**config.mk**
```make
export PLATFORM = sky130hd
export DESIGN_NAME = tg_push_arbiter
export DESIGN_NICKNAME = d
export VERILOG_FILES = /design/src/rtl/tg_pkg.sv /design/src/rtl/tg_rr_arb.sv /design/src/rtl/tg_push_arbiter.sv
export SDC_FILE = /design/constraint.sdc
export NUM_CORES = 1
export LEC_CHECK = 0
export CORE_AREA = 2 2 116 118
export CTS_CLUSTER_DIAMETER = 60
export CTS_CLUSTER_SIZE = 10
export DETAILED_ROUTE_END_ITERATION = 10
export DIE_AREA = 0 0 118 120
export GPL_ROUTABILITY_DRIVEN = 1
export GPL_TIMING_DRIVEN = 0
export HOLD_SLACK_MARGIN = 0.05
export PLACE_DENSITY_LB_ADDON = 0.05
export SETUP_SLACK_MARGIN = 0.1
export SYNTH_ARGS = -nofsm -noshare
export SYNTH_HDL_FRONTEND = slang
export SYNTH_HIERARCHICAL = 1
export SYNTH_SLANG_ARGS = --single-unit
```
**constraint.sdc**
```tcl
create_clock -name i_clk -period 5.3 [get_ports i_clk]
set_input_delay 1.06 -clock i_clk [delete_from_list [all_inputs] [get_ports i_clk]]
set_output_delay 1.06 -clock i_clk [all_outputs]
set_load 0.005 [all_outputs]
```
**src/rtl/tg_pkg.sv**
```systemverilog
// Shared constants and types for the task-generator push arbiter.
package tg_pkg;

  function automatic int tree_bits(input int n);
    return (n > 1) ? $clog2(n) : 1;
  endfunction

  localparam int TREE_NUM_BITS = tree_bits(5);
  localparam int PTW           = 16;
  localparam int MTW           = $clog2(5);

  typedef struct packed {
    logic [TREE_NUM_BITS-1:0] tree_id;
    logic [PTW-1:0]           prio;
    logic [MTW+PTW-1:0]       data;
  } push_req_t;

  typedef enum logic [0:0] {
    RUN   = 1'b0,
    STALL = 1'b1
  } arb_state_e;

endpackage

```
**src/rtl/tg_rr_arb.sv**
```systemverilog
// Combinational round-robin arbiter: first request at or after ptr wins.
module tg_rr_arb #(
  parameter  int N  = 4,
  localparam int PW = (N > 1) ? $clog2(N) : 1
) (
  input  logic [N-1:0]  req,
  input  logic [PW-1:0] ptr,
  output logic [N-1:0]  grant,
  output logic [PW-1:0] next_ptr
);

  logic [PW-1:0] idx;
  logic          found;

  always_comb begin
    grant    = '0;
    next_ptr = ptr;
    found    = 1'b0;
    idx      = '0;
    for (int unsigned i = 0; i < N; i++) begin
      idx = PW'((int'(ptr) + i) % N);
      if (!found && req[idx]) begin
        found      = 1'b1;
        grant[idx] = 1'b1;
        next_ptr   = PW'((int'(idx) + 1) % N);
      end
    end
  end

endmodule

```
**src/rtl/tg_push_arbiter.sv**
```systemverilog
// Round-robin ingress arbiter with credit tracking feeding the task generator push port.
// Optional per-tree push statistics enabled by defining TG_PUSH_ARB_STATS_EN.
module tg_push_arbiter #(
  parameter  int NUM_SRC       = 4,
  parameter  int TREE_NUM      = 5,
  parameter  int PTW           = 16,
  parameter  int MTW           = $clog2(TREE_NUM),
  parameter  int FIFO_SIZE     = 2048,
`ifdef TG_PUSH_ARB_STATS_EN
  parameter  int CNT_W         = 32,
`endif
  parameter  int TREE_NUM_BITS = tg_pkg::tree_bits(TREE_NUM),
  localparam int DW            = MTW + PTW,
  localparam int CW            = $clog2(FIFO_SIZE + 1)
) (
  input  logic                         i_clk,
  input  logic                         i_arst_n,
  input  logic [NUM_SRC-1:0]           i_src_valid,
  output logic [NUM_SRC-1:0]           o_src_ready,
  input  logic [NUM_SRC*TREE_NUM_BITS-1:0] i_src_tree_id,
  input  logic [NUM_SRC*PTW-1:0]       i_src_priority,
  input  logic [NUM_SRC*DW-1:0]        i_src_data,
  input  logic                         i_task_fifo_full,
  input  logic                         i_credit_return,
  input  logic                         i_push_inhibit,
  output logic                         o_push,
  output logic [TREE_NUM_BITS-1:0]     o_push_tree_id,
  output logic [PTW-1:0]               o_push_priority,
  output logic [DW-1:0]                o_push_data,
  output logic [CW-1:0]                o_credit,
  output logic [15:0]                  o_drop_cnt,
`ifdef TG_PUSH_ARB_STATS_EN
  output logic [TREE_NUM*CNT_W-1:0]    o_tree_push_cnt,
`endif
  output logic                         o_credit_err
);

  import tg_pkg::*;

  localparam int            PW          = (NUM_SRC > 1) ? $clog2(NUM_SRC) : 1;
  localparam logic [CW-1:0] FULL_CREDIT = CW'(FIFO_SIZE);

  typedef struct packed {
    logic [TREE_NUM_BITS-1:0] tree_id;
    logic [PTW-1:0]           prio;
    logic [DW-1:0]            data;
  } req_t;

  arb_state_e          state_q;
  logic [PW-1:0]       ptr_q;
  logic [PW-1:0]       ptr_nxt;
  logic [CW-1:0]       credit_q;
  logic [CW-1:0]       credit_nxt;
  logic [NUM_SRC-1:0]  req_vec;
  logic [NUM_SRC-1:0]  grant;
  logic                can_grant;
  logic                xfer;
  logic                bad_xfer;
  logic                good_xfer;
  logic                ret_at_full;
  req_t                sel;
  req_t                push_r;
  logic                push_q;
  logic [15:0]         drop_q;
  logic                err_q;

  assign can_grant = (state_q == RUN) && !i_push_inhibit && !i_task_fifo_full &&
                     (credit_q != '0);
  assign req_vec   = can_grant ? i_src_valid : '0;

  tg_rr_arb #(.N(NUM_SRC)) u_rr_arb (
    .req      (req_vec),
    .ptr      (ptr_q),
    .grant    (grant),
    .next_ptr (ptr_nxt)
  );

  assign o_src_ready = grant;
  assign xfer        = |grant;

  always_comb begin
    sel = '0;
    for (int unsigned i = 0; i < NUM_SRC; i++) begin
      if (grant[i]) begin
        sel.tree_id = i_src_tree_id[i*TREE_NUM_BITS +: TREE_NUM_BITS];
        sel.prio    = i_src_priority[i*PTW +: PTW];
        sel.data    = i_src_data[i*DW +: DW];
      end
    end
  end

  // Out-of-range trees are consumed from the source but never reach the FIFO.
  assign bad_xfer    = xfer && ({1'b0, sel.tree_id} >= (TREE_NUM_BITS+1)'(TREE_NUM));
  assign good_xfer   = xfer && !bad_xfer;
  assign ret_at_full = i_credit_return && !good_xfer && (credit_q == FULL_CREDIT);

  always_comb begin
    credit_nxt = credit_q;
    if (good_xfer && !i_credit_return) begin
      credit_nxt = credit_q - CW'(1);
    end else if (!good_xfer && i_credit_return && !ret_at_full) begin
      credit_nxt = credit_q + CW'(1);
    end
  end

  always_ff @(posedge i_clk or negedge i_arst_n) begin
    if (!i_arst_n) begin
      state_q <= RUN;
    end else begin
      case (state_q)
        RUN:     if ((credit_nxt == '0) || i_task_fifo_full) state_q <= STALL;
        STALL:   if ((credit_q != '0) && !i_task_fifo_full)  state_q <= RUN;
        default: state_q <= RUN;
      endcase
    end
  end

  always_ff @(posedge i_clk or negedge i_arst_n) begin
    if (!i_arst_n) begin
      ptr_q    <= '0;
      credit_q <= FULL_CREDIT;
      err_q    <= 1'b0;
      drop_q   <= '0;
    end else begin
      if (xfer) ptr_q <= ptr_nxt;
      credit_q <= credit_nxt;
      if (ret_at_full) err_q <= 1'b1;
      if (bad_xfer && (drop_q != '1)) drop_q <= drop_q + 16'd1;
    end
  end

  always_ff @(posedge i_clk or negedge i_arst_n) begin
    if (!i_arst_n) begin
      push_q <= 1'b0;
      push_r <= '0;
    end else begin
      push_q <= good_xfer;
      if (good_xfer) push_r <= sel;
    end
  end

  assign o_push          = push_q;
  assign o_push_tree_id  = push_r.tree_id;
  assign o_push_priority = push_r.prio;
  assign o_push_data     = push_r.data;
  assign o_credit        = credit_q;
  assign o_drop_cnt      = drop_q;
  assign o_credit_err    = err_q;

`ifdef TG_PUSH_ARB_STATS_EN
  logic [TREE_NUM*CNT_W-1:0] tree_cnt_q;

  always_ff @(posedge i_clk or negedge i_arst_n) begin
    if (!i_arst_n) begin
      tree_cnt_q <= '0;
    end else if (push_q) begin
      for (int unsigned t = 0; t < TREE_NUM; t++) begin
        if (push_r.tree_id == TREE_NUM_BITS'(t)) begin
          tree_cnt_q[t*CNT_W +: CNT_W] <= tree_cnt_q[t*CNT_W +: CNT_W] + CNT_W'(1);
        end
      end
    end
  end

  assign o_tree_push_cnt = tree_cnt_q;
`endif

endmodule
```
# After elaboration in Yosys (flattened, before gate mapping)
# Index checks and enable logic that the tools add are counted.
# W data, S select, Z words.
# totals
ff_bits	71
in_bits	161
out_inout_bits	72
elab_cells	104
# classes
addsub	10
n_lt_le_gt_ge	9
eq_ne	2
mux	37
bitwise_logic	4
reduce_logical	33
# ops
operator	n
$mux W38	4
$mux W12	2
$mux W4	5
$logic_and A1 B1 Y1	18
$add A16 B1 Y16 const B	1
$ne A16 B16 Y1 const B	1
$mux W1	13
$add A12 B1 Y12 const B	1
$eq A12 B12 Y1 const B	1
$logic_not A12 Y1	1
$lt A2 B3 Y1 const B	4
$or A4 B4 Y4	3
$reduce_bool A12 Y1	1
$sub A12 B1 Y12 const B	1
$add A2 B1 Y2 const B	5
$logic_not A1 Y1	9
$bmux W1 S2	4
$demux W1 S2	4
$ge A2 B1 Y1 const B	4
$mux W2	4
$add A2 B2 Y2 const B	2
$reduce_bool A4 Y1	1
$reduce_or A4 Y1	1
$ge A3 B3 Y1 const B	1
4 further kinds	4

# Logic depth before layout (Yosys ltp)
# Gate-level depths: netlist of the first run.
# logic_depth
depth_word	36
depth_mapped	22
ltp_nobuf	21

# Modules after synthesis
# Netlist of the first run, hierarchy kept.
# modules_own_cells
module	n_inst	cells_per_inst	area_per_inst_um2	seq_area_each_um2
tg_push_arbiter	1	547	4398.0	1778.0
tg_rr_arb	1	48	440.4	0.0

# Worst setup path after synthesis of the first run
# No wires, ideal clock.
# synth_path
path_type	reg2reg
from	register credit_q[5], in the netlist o_credit[5]
to	register state_q
setup_ns	0.066
arrival_ns	5.225
required_ns	5.234
path_slack_ns	0.010
path_stages_with_launch	20
path_buffers	1
period_less_slack_ns	5.290
path_cell_list	dfrtp_1 -> or4_1 -> nor3_1 -> nand3_1 -> nor2_1 -> nor4_1 -> and2_1 -> mux4_2 -> nor2b_4 -> a22o_1 -> a221o_1 -> buf_2 -> a211oi_1 -> a211oi_1 -> nor3_1 -> o32ai_2 -> xnor2_1 -> or4b_1 -> nor4b_2 -> a221o_1
# synth_between
elab_cells_between_ends	53
classes_between	2 x add/sub; 1 x order compare; 1 x eq/ne; 25 x mux; 3 x bitwise; 21 x reduce/logical
# synth_lines
item	line_no	text
from (decl)	tg_push_arbiter.sv:52	logic [CW-1:0] credit_q;
from (signal assigned)	tg_push_arbiter.sv:126	credit_q <= credit_nxt;
$reduce_bool A12 Y1 (*)	tg_push_arbiter.sv:68	(credit_q != '0);
$logic_and A1 B1 Y1 (*)	tg_push_arbiter.sv:67	assign can_grant = (state_q == RUN) && !i_push_inhibit && !i_task_fifo_full &&
$mux W4 (*)	tg_push_arbiter.sv:69	assign req_vec = can_grant ? i_src_valid : '0;
via req_vec[2]	tg_push_arbiter.sv:54	logic [NUM_SRC-1:0] req_vec;
$bmux W1 S2	tg_rr_arb.sv:22	if (!found && req[idx]) begin
$mux W1 (not written as such)	tg_rr_arb.sv:22	
$mux W1	tg_rr_arb.sv:22	
$logic_not A1 Y1	tg_rr_arb.sv:22	
(+8 left out)	--	
via o_src_ready[3]	tg_push_arbiter.sv:19	output logic [NUM_SRC-1:0] o_src_ready,
(+9 left out)	--	
$logic_and A1 B1 Y1	tg_push_arbiter.sv:101	end else if (!good_xfer && i_credit_return && !ret_at_full) begin
$mux W12	tg_push_arbiter.sv:101	
$mux W12 (*)	tg_push_arbiter.sv:99	if (good_xfer && !i_credit_return) begin
via credit_nxt[0]	tg_push_arbiter.sv:53	logic [CW-1:0] credit_nxt;
$logic_not A12 Y1 (*)	tg_push_arbiter.sv:111	RUN: if ((credit_nxt == '0) || i_task_fifo_full) state_q <= STALL;
$logic_or A1 B1 Y1 (*)	tg_push_arbiter.sv:111	
$mux W1 (*)	tg_push_arbiter.sv:111	
$pmux W1 S2 (*)	tg_push_arbiter.sv:110	case (state_q)
to (signal assigned)	tg_push_arbiter.sv:111	
to (signal assigned)	tg_push_arbiter.sv:112	STALL: if ((credit_q != '0) && !i_task_fifo_full) state_q <= RUN;
to (signal assigned)	tg_push_arbiter.sv:113	default: state_q <= RUN;
to (decl)	tg_push_arbiter.sv:49	arb_state_e state_q;
# The timed path passes the listed nets; every way through them passes the cells marked *. The select of a mux whose other input is x is not followed.
# A chain may end at the register's enable or synchronous reset.

# Worst setup path in the final report of the first run
# layout_path
from	register credit_q[5], in the netlist o_credit[5]
to	register state_q
# layout_between
elab_chain_cells	34
elab_cells_between_ends	53
classes_between	2 x add/sub; 1 x order compare; 1 x eq/ne; 25 x mux; 3 x bitwise; 21 x reduce/logical
# layout_rtl
item	line_no
$reduce_bool A12 Y1 (*)	tg_push_arbiter.sv:68
$logic_and A1 B1 Y1 (*)	tg_push_arbiter.sv:67
$mux W4 (*)	tg_push_arbiter.sv:69
via req_vec[2]	tg_push_arbiter.sv:54
$bmux W1 S2	tg_rr_arb.sv:22
$mux W1 (not written as such)	tg_rr_arb.sv:22
$mux W1	tg_rr_arb.sv:22
$logic_not A1 Y1	tg_rr_arb.sv:22
(+20 left out)	--
$logic_and A1 B1 Y1	tg_push_arbiter.sv:101
$mux W12	tg_push_arbiter.sv:101
$mux W12 (*)	tg_push_arbiter.sv:99
via credit_nxt[0]	tg_push_arbiter.sv:53
$logic_not A12 Y1 (*)	tg_push_arbiter.sv:111
$logic_or A1 B1 Y1 (*)	tg_push_arbiter.sv:111
$mux W1 (*)	tg_push_arbiter.sv:111
$pmux W1 S2 (*)	tg_push_arbiter.sv:110
# Marked as above.

==> results of run 1 <==
==> metrics by stage <==
| step | total power (µW) | cell area, µm² |
|---|---|---|
| 3_3_place_gp | 2690 | 7410 |
| 5_1_grt | 3830 | 8170 |
| 6_report | 3580 | 8170 |
| 3_5_place_dp | 2730 | 7430 |
| 4_1_cts | 3490 | 7960 |
| 2_1_floorplan | 1860 | 4860 |
==> logic make-up after synthesis <==
| family | share of synthesized area |
|---|---|
| fa+ha+maj | 0.0233 |
| flops | 0.367 |
| simple gates | 0.232 |
| compound gates | 0.266 |
| xor+xnor | 0.0398 |
| buf+inv | 0.0455 |
| mux | 0.0261 |
==> layout make-up <==
class / count / area share
Buffer: 39 / 0.0248
Clock buffer: 9 / 0.0276
Clock inverter: 5 / 0.00751
Multi-Input combinational cell: 474 / 0.378
Inverter: 11 / 0.00506
Timing Repair Buffer: 260 / 0.312
Tap cell: 176 / 0.0270
Sequential cell: 71 / 0.218
==> path summary, 6_finish.rpt <==
check	end	slack (ns)	cells after the start
min reg2reg	o_push_priority[13]$_DFFE_PN0P_	0.48	2
max reg2reg	state_q$_DFF_PN0_	-0.18	19
max in group asynchronous	o_credit[11]$_DFF_PN1_	4.22	2
min in group asynchronous	o_push_priority[0]$_DFFE_PN0P_	0.51	1
max	state_q$_DFF_PN0_	-0.18	19
min	o_push_priority[13]$_DFFE_PN0P_	0.48	2
==> cell usage after synthesis, types with 4 or more instances <==
library cell  count  share of area
a221o_1           5          0.010
nor2_1           88          0.068
nor2b_1           5         0.0065
and2_1            5         0.0065
ha_1              9          0.023
nor3_1            8         0.0083
and4_1            4         0.0072
dfrtp_1          70           0.36
inv_1            10         0.0078
clkbuf_1         27          0.021
and3_1            5         0.0065
a22oi_1          36          0.056
or4_1             5         0.0078
xnor2_1          12          0.022
a21oi_1          76          0.079
buf_1             5         0.0039
nand2_1          65          0.050
nand3b_1          4         0.0062
o21ai_0          43          0.044
nand4_1          10          0.013
xor2_1           10          0.018
nand3_1          10          0.010
nor4_1            5         0.0065
a211oi_1         10          0.016
==> layout by cell type (no fill, tap or decap), types with 3 or more instances in the layout <==
| cell | n |
|---|---|
| xnor2_1 | 11 |
| and3_1 | 5 |
| a21o_1 | 3 |
| clkbuf_2 | 3 |
| nand4_1 | 10 |
| clkinvlp_4 | 3 |
| a211oi_4 | 4 |
| buf_4 | 29 |
| clkbuf_1 | 23 |
| a22o_1 | 3 |
| and2_2 | 3 |
| o22ai_1 | 3 |
| clkdlybuf4s50_1 | 231 |
| nor4_1 | 4 |
| nor3_1 | 4 |
| nor2_1 | 87 |
| clkbuf_16 | 9 |
| o21ai_0 | 43 |
| inv_1 | 10 |
| a211oi_1 | 5 |
| mux4_2 | 3 |
| nand2_1 | 65 |
| buf_6 | 6 |
| a22oi_1 | 36 |
| dfrtp_1 | 68 |
| ha_1 | 9 |
| nand3b_1 | 4 |
| nor3_4 | 3 |
| a221o_1 | 4 |
| nor2b_1 | 3 |
| nand3_1 | 9 |
| a21oi_1 | 76 |
| or4_1 | 4 |
| xor2_1 | 10 |
| and4_1 | 4 |
| buf_1 | 5 |
==> flip-flops by register name, summed over array words and instances, names as in the netlist <==
signal           flops
o_credit            12
o_credit_err         1
o_drop_cnt          16
o_push               1
o_push_data         19
o_push_priority     16
o_push_tree_id       3
ptr_q                2
state_q              1
==> routing by layer <==
layer	wire [µm]	vias to the layer above
met4	493	0
met2	9330	226
met5	0	-
li1	-	2703
met3	1040	38
met1	7730	2669
==> what timing repair did <==
item / CTS / global route
setup endpoints to repair: 63 / 41
pin swaps: 8 / 14
buffers inserted: 11 / 16
gates resized for setup: 35 / 18
==> tightest hold or removal path, delay by kind of cell (launching register included) <==
kind             cells  cell delay [ns]
flip-flops           1             0.34
AO/OA/AOI/OAI        1             0.06
AND/OR/NAND/NOR      1             0.05
==> power by group <==
part,total [µW],internal [µW],switching [µW]
clock network,599,360,240
registers,908,740,168
logic,2070,1020,1050
total,3580,2120,1460
==> results.md, run 1 <==
* Routing usage on met2 at 0.445
* Max-slew violations at 0
* CP Launch Point: o_credit[5]$_DFF_PN0_
* CTS tree: yes
* Row cnt at 42
* WP buf/inv at 3
* Hold Slack at 0.478 ns
* Final TNS setup at -0.184 ns
* Largest fanout on the critical path at 10
* I/O Buffers at 232
* CP cell instances: or4_4, nor3_4, nand3_2, nor2_4, nor4_2, and2_2, mux4_2, buf_4, a22o_1, a221o_1, buf_6, buf_6, or4_4, a32o_2, o32ai_4, xnor2_2, or4b_1, nor4b_2, a221o_1
* Register Area at 1780 µm²
* Worst stage delay on the critical path at 0.57 ns
* Pre-CTS WS at -0.765 ns
* Die Footprint at 14200 µm²
* Busiest grt layer: met2
* RSZ-0062 raised after global routing: yes
* Final worst path period share at 1.03
* Final core occ at 0.629
* Setup ws final at -0.184 ns
* Num ports at 233
* Register area share after synthesis at 0.367
* Leak at 0.00330 µW
* Dominant synthesized flop cell: dfrtp_1
* Clock Tree Buf Depth at 2
* Met1 usage at 0.313
* Hold_sp: o_push_priority[13]$_DFFE_PN0P_
* Min-delay worst type: flip-flop to flip-flop
* Synthesis-stage register bit count at 71
* Inserted Clock Buffers at 9
* Status: finished with violations
* Worst-Skew Late Latency at 0.34 ns
* Final WL at 18600 µm
* Antenna Cells at 0
* Max VDD drop at 0.000251 V
* Achievable Freq at 0.182 GHz
* WP data required at 5.57 ns
* Critical path arrival at 5.75 ns
* Detail Placement HPWL at 13800 µm
* PD cells at 438 nW/µm²
* Placed cell count at 1004
* Async SR Flop Fraction at 1.00
* Synth Warn # at 6
* Post-Syn Area per Cell at 8.13 µm²
* Delay-heaviest family, CP: simple AND/OR/NAND/NOR gates
* Vias at 5636
* Clock root cell: clkbuf_16
* Layout cells sized above 1 at 0.122
* Max Clock Skew at 0.00612 ns
* First-pass GRT wire length at 29000 µm
* Clock sink total at 71
* Initial core utilization at 0.373
* GPL Wtd Cong at 0.912
* Avg WL per Cell at 17.8 µm
* EDFF count, synth at 0
* Violated checks: negative setup slack
* Final ANT Viol Nets at 0
* Max_slew headroom at 0.622
* Final net count at 1036
* Worst Setup Start Kind: flip-flop
* Fill cells at 1123
* DRC Markers at 0
* Slowest cell on the critical path: or4_4
* Synth Instances at 595
* Multi-input gate area at 3090 µm²
* Clk slew on worst S/H paths at 0.06 ns
* Area delta synth->final at 68.8%
* Crit Path Class: flip-flop to flip-flop
* Post-Syn Nets at 765
* Vias in the first global route at 5544
* H-tree depth at 3
* Critical path capture point type: flip-flop
* Mapped Area at 4840 µm²
* Die W at 118 µm
* Worst-margin pin slew at 0.562 ns
* Hold Vio Cnt, Final at 0
* Die span in y at 120 µm
* GRT Util Overall at 0.256
* Vias/cell at 5.39
* Met3 Use GR at 0.0466
* GR Overflow Total at 0
* Initial antenna violation count at 0
* Largest net degree at the start of global routing at 71
* # setup viols final at 1
* Core area at 13000 µm²
* Final Critical Period at 5.48 ns
* RR Startpoint: o_credit[5]$_DFF_PN0_
* Cts hold-fix bufs at 0
* Final std cells w/o fill at 1045
* DR iter-0 viols at 268
* Max-cap violations at 0
* DR pass1 iterations at 5
* Netlist cell types at 68
No activity file was read; power rests on OpenSTA's default activity.
==> inputs of run 2 (changes only) <==
SLEW_MARGIN = 20   (was unset)
==> results.md, run 2 (synthesized netlist as in run 1, its figures left out) <==
* Setup ws final at -0.0546 ns
* Row cnt at 42
* Final WL at 18900 µm
* Min-delay worst type: flip-flop to flip-flop
* Clock root cell: clkbuf_16
* Commonest non-fill, non-tap cells in the layout: clkdlybuf4s50_1 (231), nor2_1 (86), a21oi_1 (76)
* Leak at 0.00339 µW
* Status: finished with violations
* Initial antenna violation count at 0
* GRT Util Overall at 0.260
* Worst Setup Start Kind: flip-flop
* Most common cell after layout, fill and taps aside: clkdlybuf4s50_1
* Die W at 118 µm
* Final std cells w/o fill at 1058
* DR iter-0 viols at 302
* Core area at 13000 µm²
* I/O Buffers at 232
* First-pass GRT wire length at 29500 µm
* Placed cell count at 1004
* Detail Placement HPWL at 13900 µm
* Violated checks: negative setup slack
* GPL Wtd Cong at 0.912
* PD cells at 440 nW/µm²
* RSZ-0062 raised after global routing: yes
* Max_slew headroom at 0.644
* Worst-Skew Late Latency at 0.34 ns
* Clock sink total at 71
* Largest register FFs at 19
* Max-cap violations at 0
* Vias/cell at 5.36
* Final net count at 1048
* Final worst path period share at 1.01
* Worst-margin pin slew at 0.529 ns
* Max-slew violations at 0
* Layout cells sized above 1 at 0.136
* Num ports at 233
* Max Clock Skew at 0.00540 ns
* Achievable Freq at 0.187 GHz
* Inserted Clock Buffers at 9
* Avg WL per Cell at 17.8 µm
* Largest fanout on the critical path at 6
* Met1 usage at 0.309
* Busiest grt layer: met2
* Die span in y at 120 µm
* DR pass1 iterations at 4
* Clock Tree Buf Depth at 2
* Met3 Use GR at 0.0509
* Routing usage on met2 at 0.461
* Final Cell Area at 8330 µm²
* Critical path capture point type: flip-flop
* Final ANT Viol Nets at 0
* Critical path arrival at 5.63 ns
* Clk slew on worst S/H paths at 0.06 ns
* Area delta synth->final at 72.1%
* Initial core utilization at 0.373
* Hold Vio Cnt, Final at 0
* Die Footprint at 14200 µm²
* Antenna Cells at 0
* WP data required at 5.57 ns
* Placed instance area at 7420 µm²
* Crit Path Class: flip-flop to flip-flop
* Largest net degree at the start of global routing at 39
* Vias at 5670
* Final Critical Period at 5.35 ns
* Vias in the first global route at 5697
* DRC Markers at 0
* Power Total at 3660 µW
* CTS tree: yes
* Max VDD drop at 0.000305 V
* Final TNS setup at -0.0546 ns
* # setup viols final at 1
* Cts hold-fix bufs at 0
* H-tree depth at 3
* GR Overflow Total at 0
==> run 2: layout make-up <==
cell class              count  area (µm²)
plain buffers              39         213
clock buffers              10         239
clock inverters             5        58.8
repair buffers            272        2660
flip-flops and latches     71        1780
multi-input cells         474        3110
fillers                  1121        4650
well taps                 176         220
inverters                  11        41.3
==> run 2: worst paths after layout <==
check | startpoint | to | slack [ns] | depth (start not counted)
min in group asynchronous | i_arst_n | o_push_priority[0]$_DFFE_PN0P_ | 0.67 | 1
hold reg to reg | o_push_priority[10]$_DFFE_PN0P_ | o_push_priority[10]$_DFFE_PN0P_ | 0.48 | 2
setup / recovery | o_credit[5]$_DFF_PN0_ | state_q$_DFF_PN0_ | -0.05 | 20
hold / removal | o_push_priority[10]$_DFFE_PN0P_ | o_push_priority[10]$_DFFE_PN0P_ | 0.48 | 2
max in group asynchronous | i_arst_n | o_credit[6]$_DFF_PN0_ | 4.04 | 2
setup reg to reg | o_credit[5]$_DFF_PN0_ | state_q$_DFF_PN0_ | -0.05 | 20
==> run 2: timing repair <==
action	CTS	global route
resized for setup	45	18
cloned	1	0
pin swaps	22	21
setup buffers	26	13
endpoints found under the setup margin	64	35
endpoints found under the hold margin	0	0
==> run 2: routing by layer <==
metal | share of wire | vias to the layer above
met5 | 0 | -
met4 | 0.025 | 0
met3 | 0.054 | 29
met2 | 0.51 | 215
met1 | 0.41 | 2698
li1 | - | 2728
==> run 2: per-stage QoR <==
| step | setup slack [ns] | util | hold slack, ns |
|---|---|---|---|
| final | -0.0546 | 0.642 | 0.476 |
| after global placement | -0.716 | 0.571 | 0.464 |
| after detailed placement | -0.848 | 0.572 | 0.470 |
| after CTS | -0.229 | 0.626 | 0.483 |
| after global routing | -0.208 | 0.642 | 0.504 |
| after floorplan | 0.121 | - | 0.466 |
==> run 2: power by group <==
part	internal (µW)	leakage (µW)	switching, µW
sequential	740	0.000944	169
combinational	1060	0.00230	1070
clock	375	0.000141	241
total	2180	0.00339	1490
==> run 2: critical path, cell delays in order (launching register included) <==
cell      delay, ns
dfrtp_2        0.41
or4_4          0.56
nor3_4         0.17
nand3_2        0.13
nor2_4         0.14
nor4_4         0.06
and2_4         0.16
mux4_2         0.55
nor2b_4        0.18
a22o_1         0.19
a221o_1        0.30
buf_6          0.15
buf_12         0.12
a211oi_4       0.23
a221o_1        0.28
a21oi_4        0.11
or4_4          0.57
nand3_2        0.11
or4b_4         0.48
nor4b_4        0.23
a221o_1        0.17
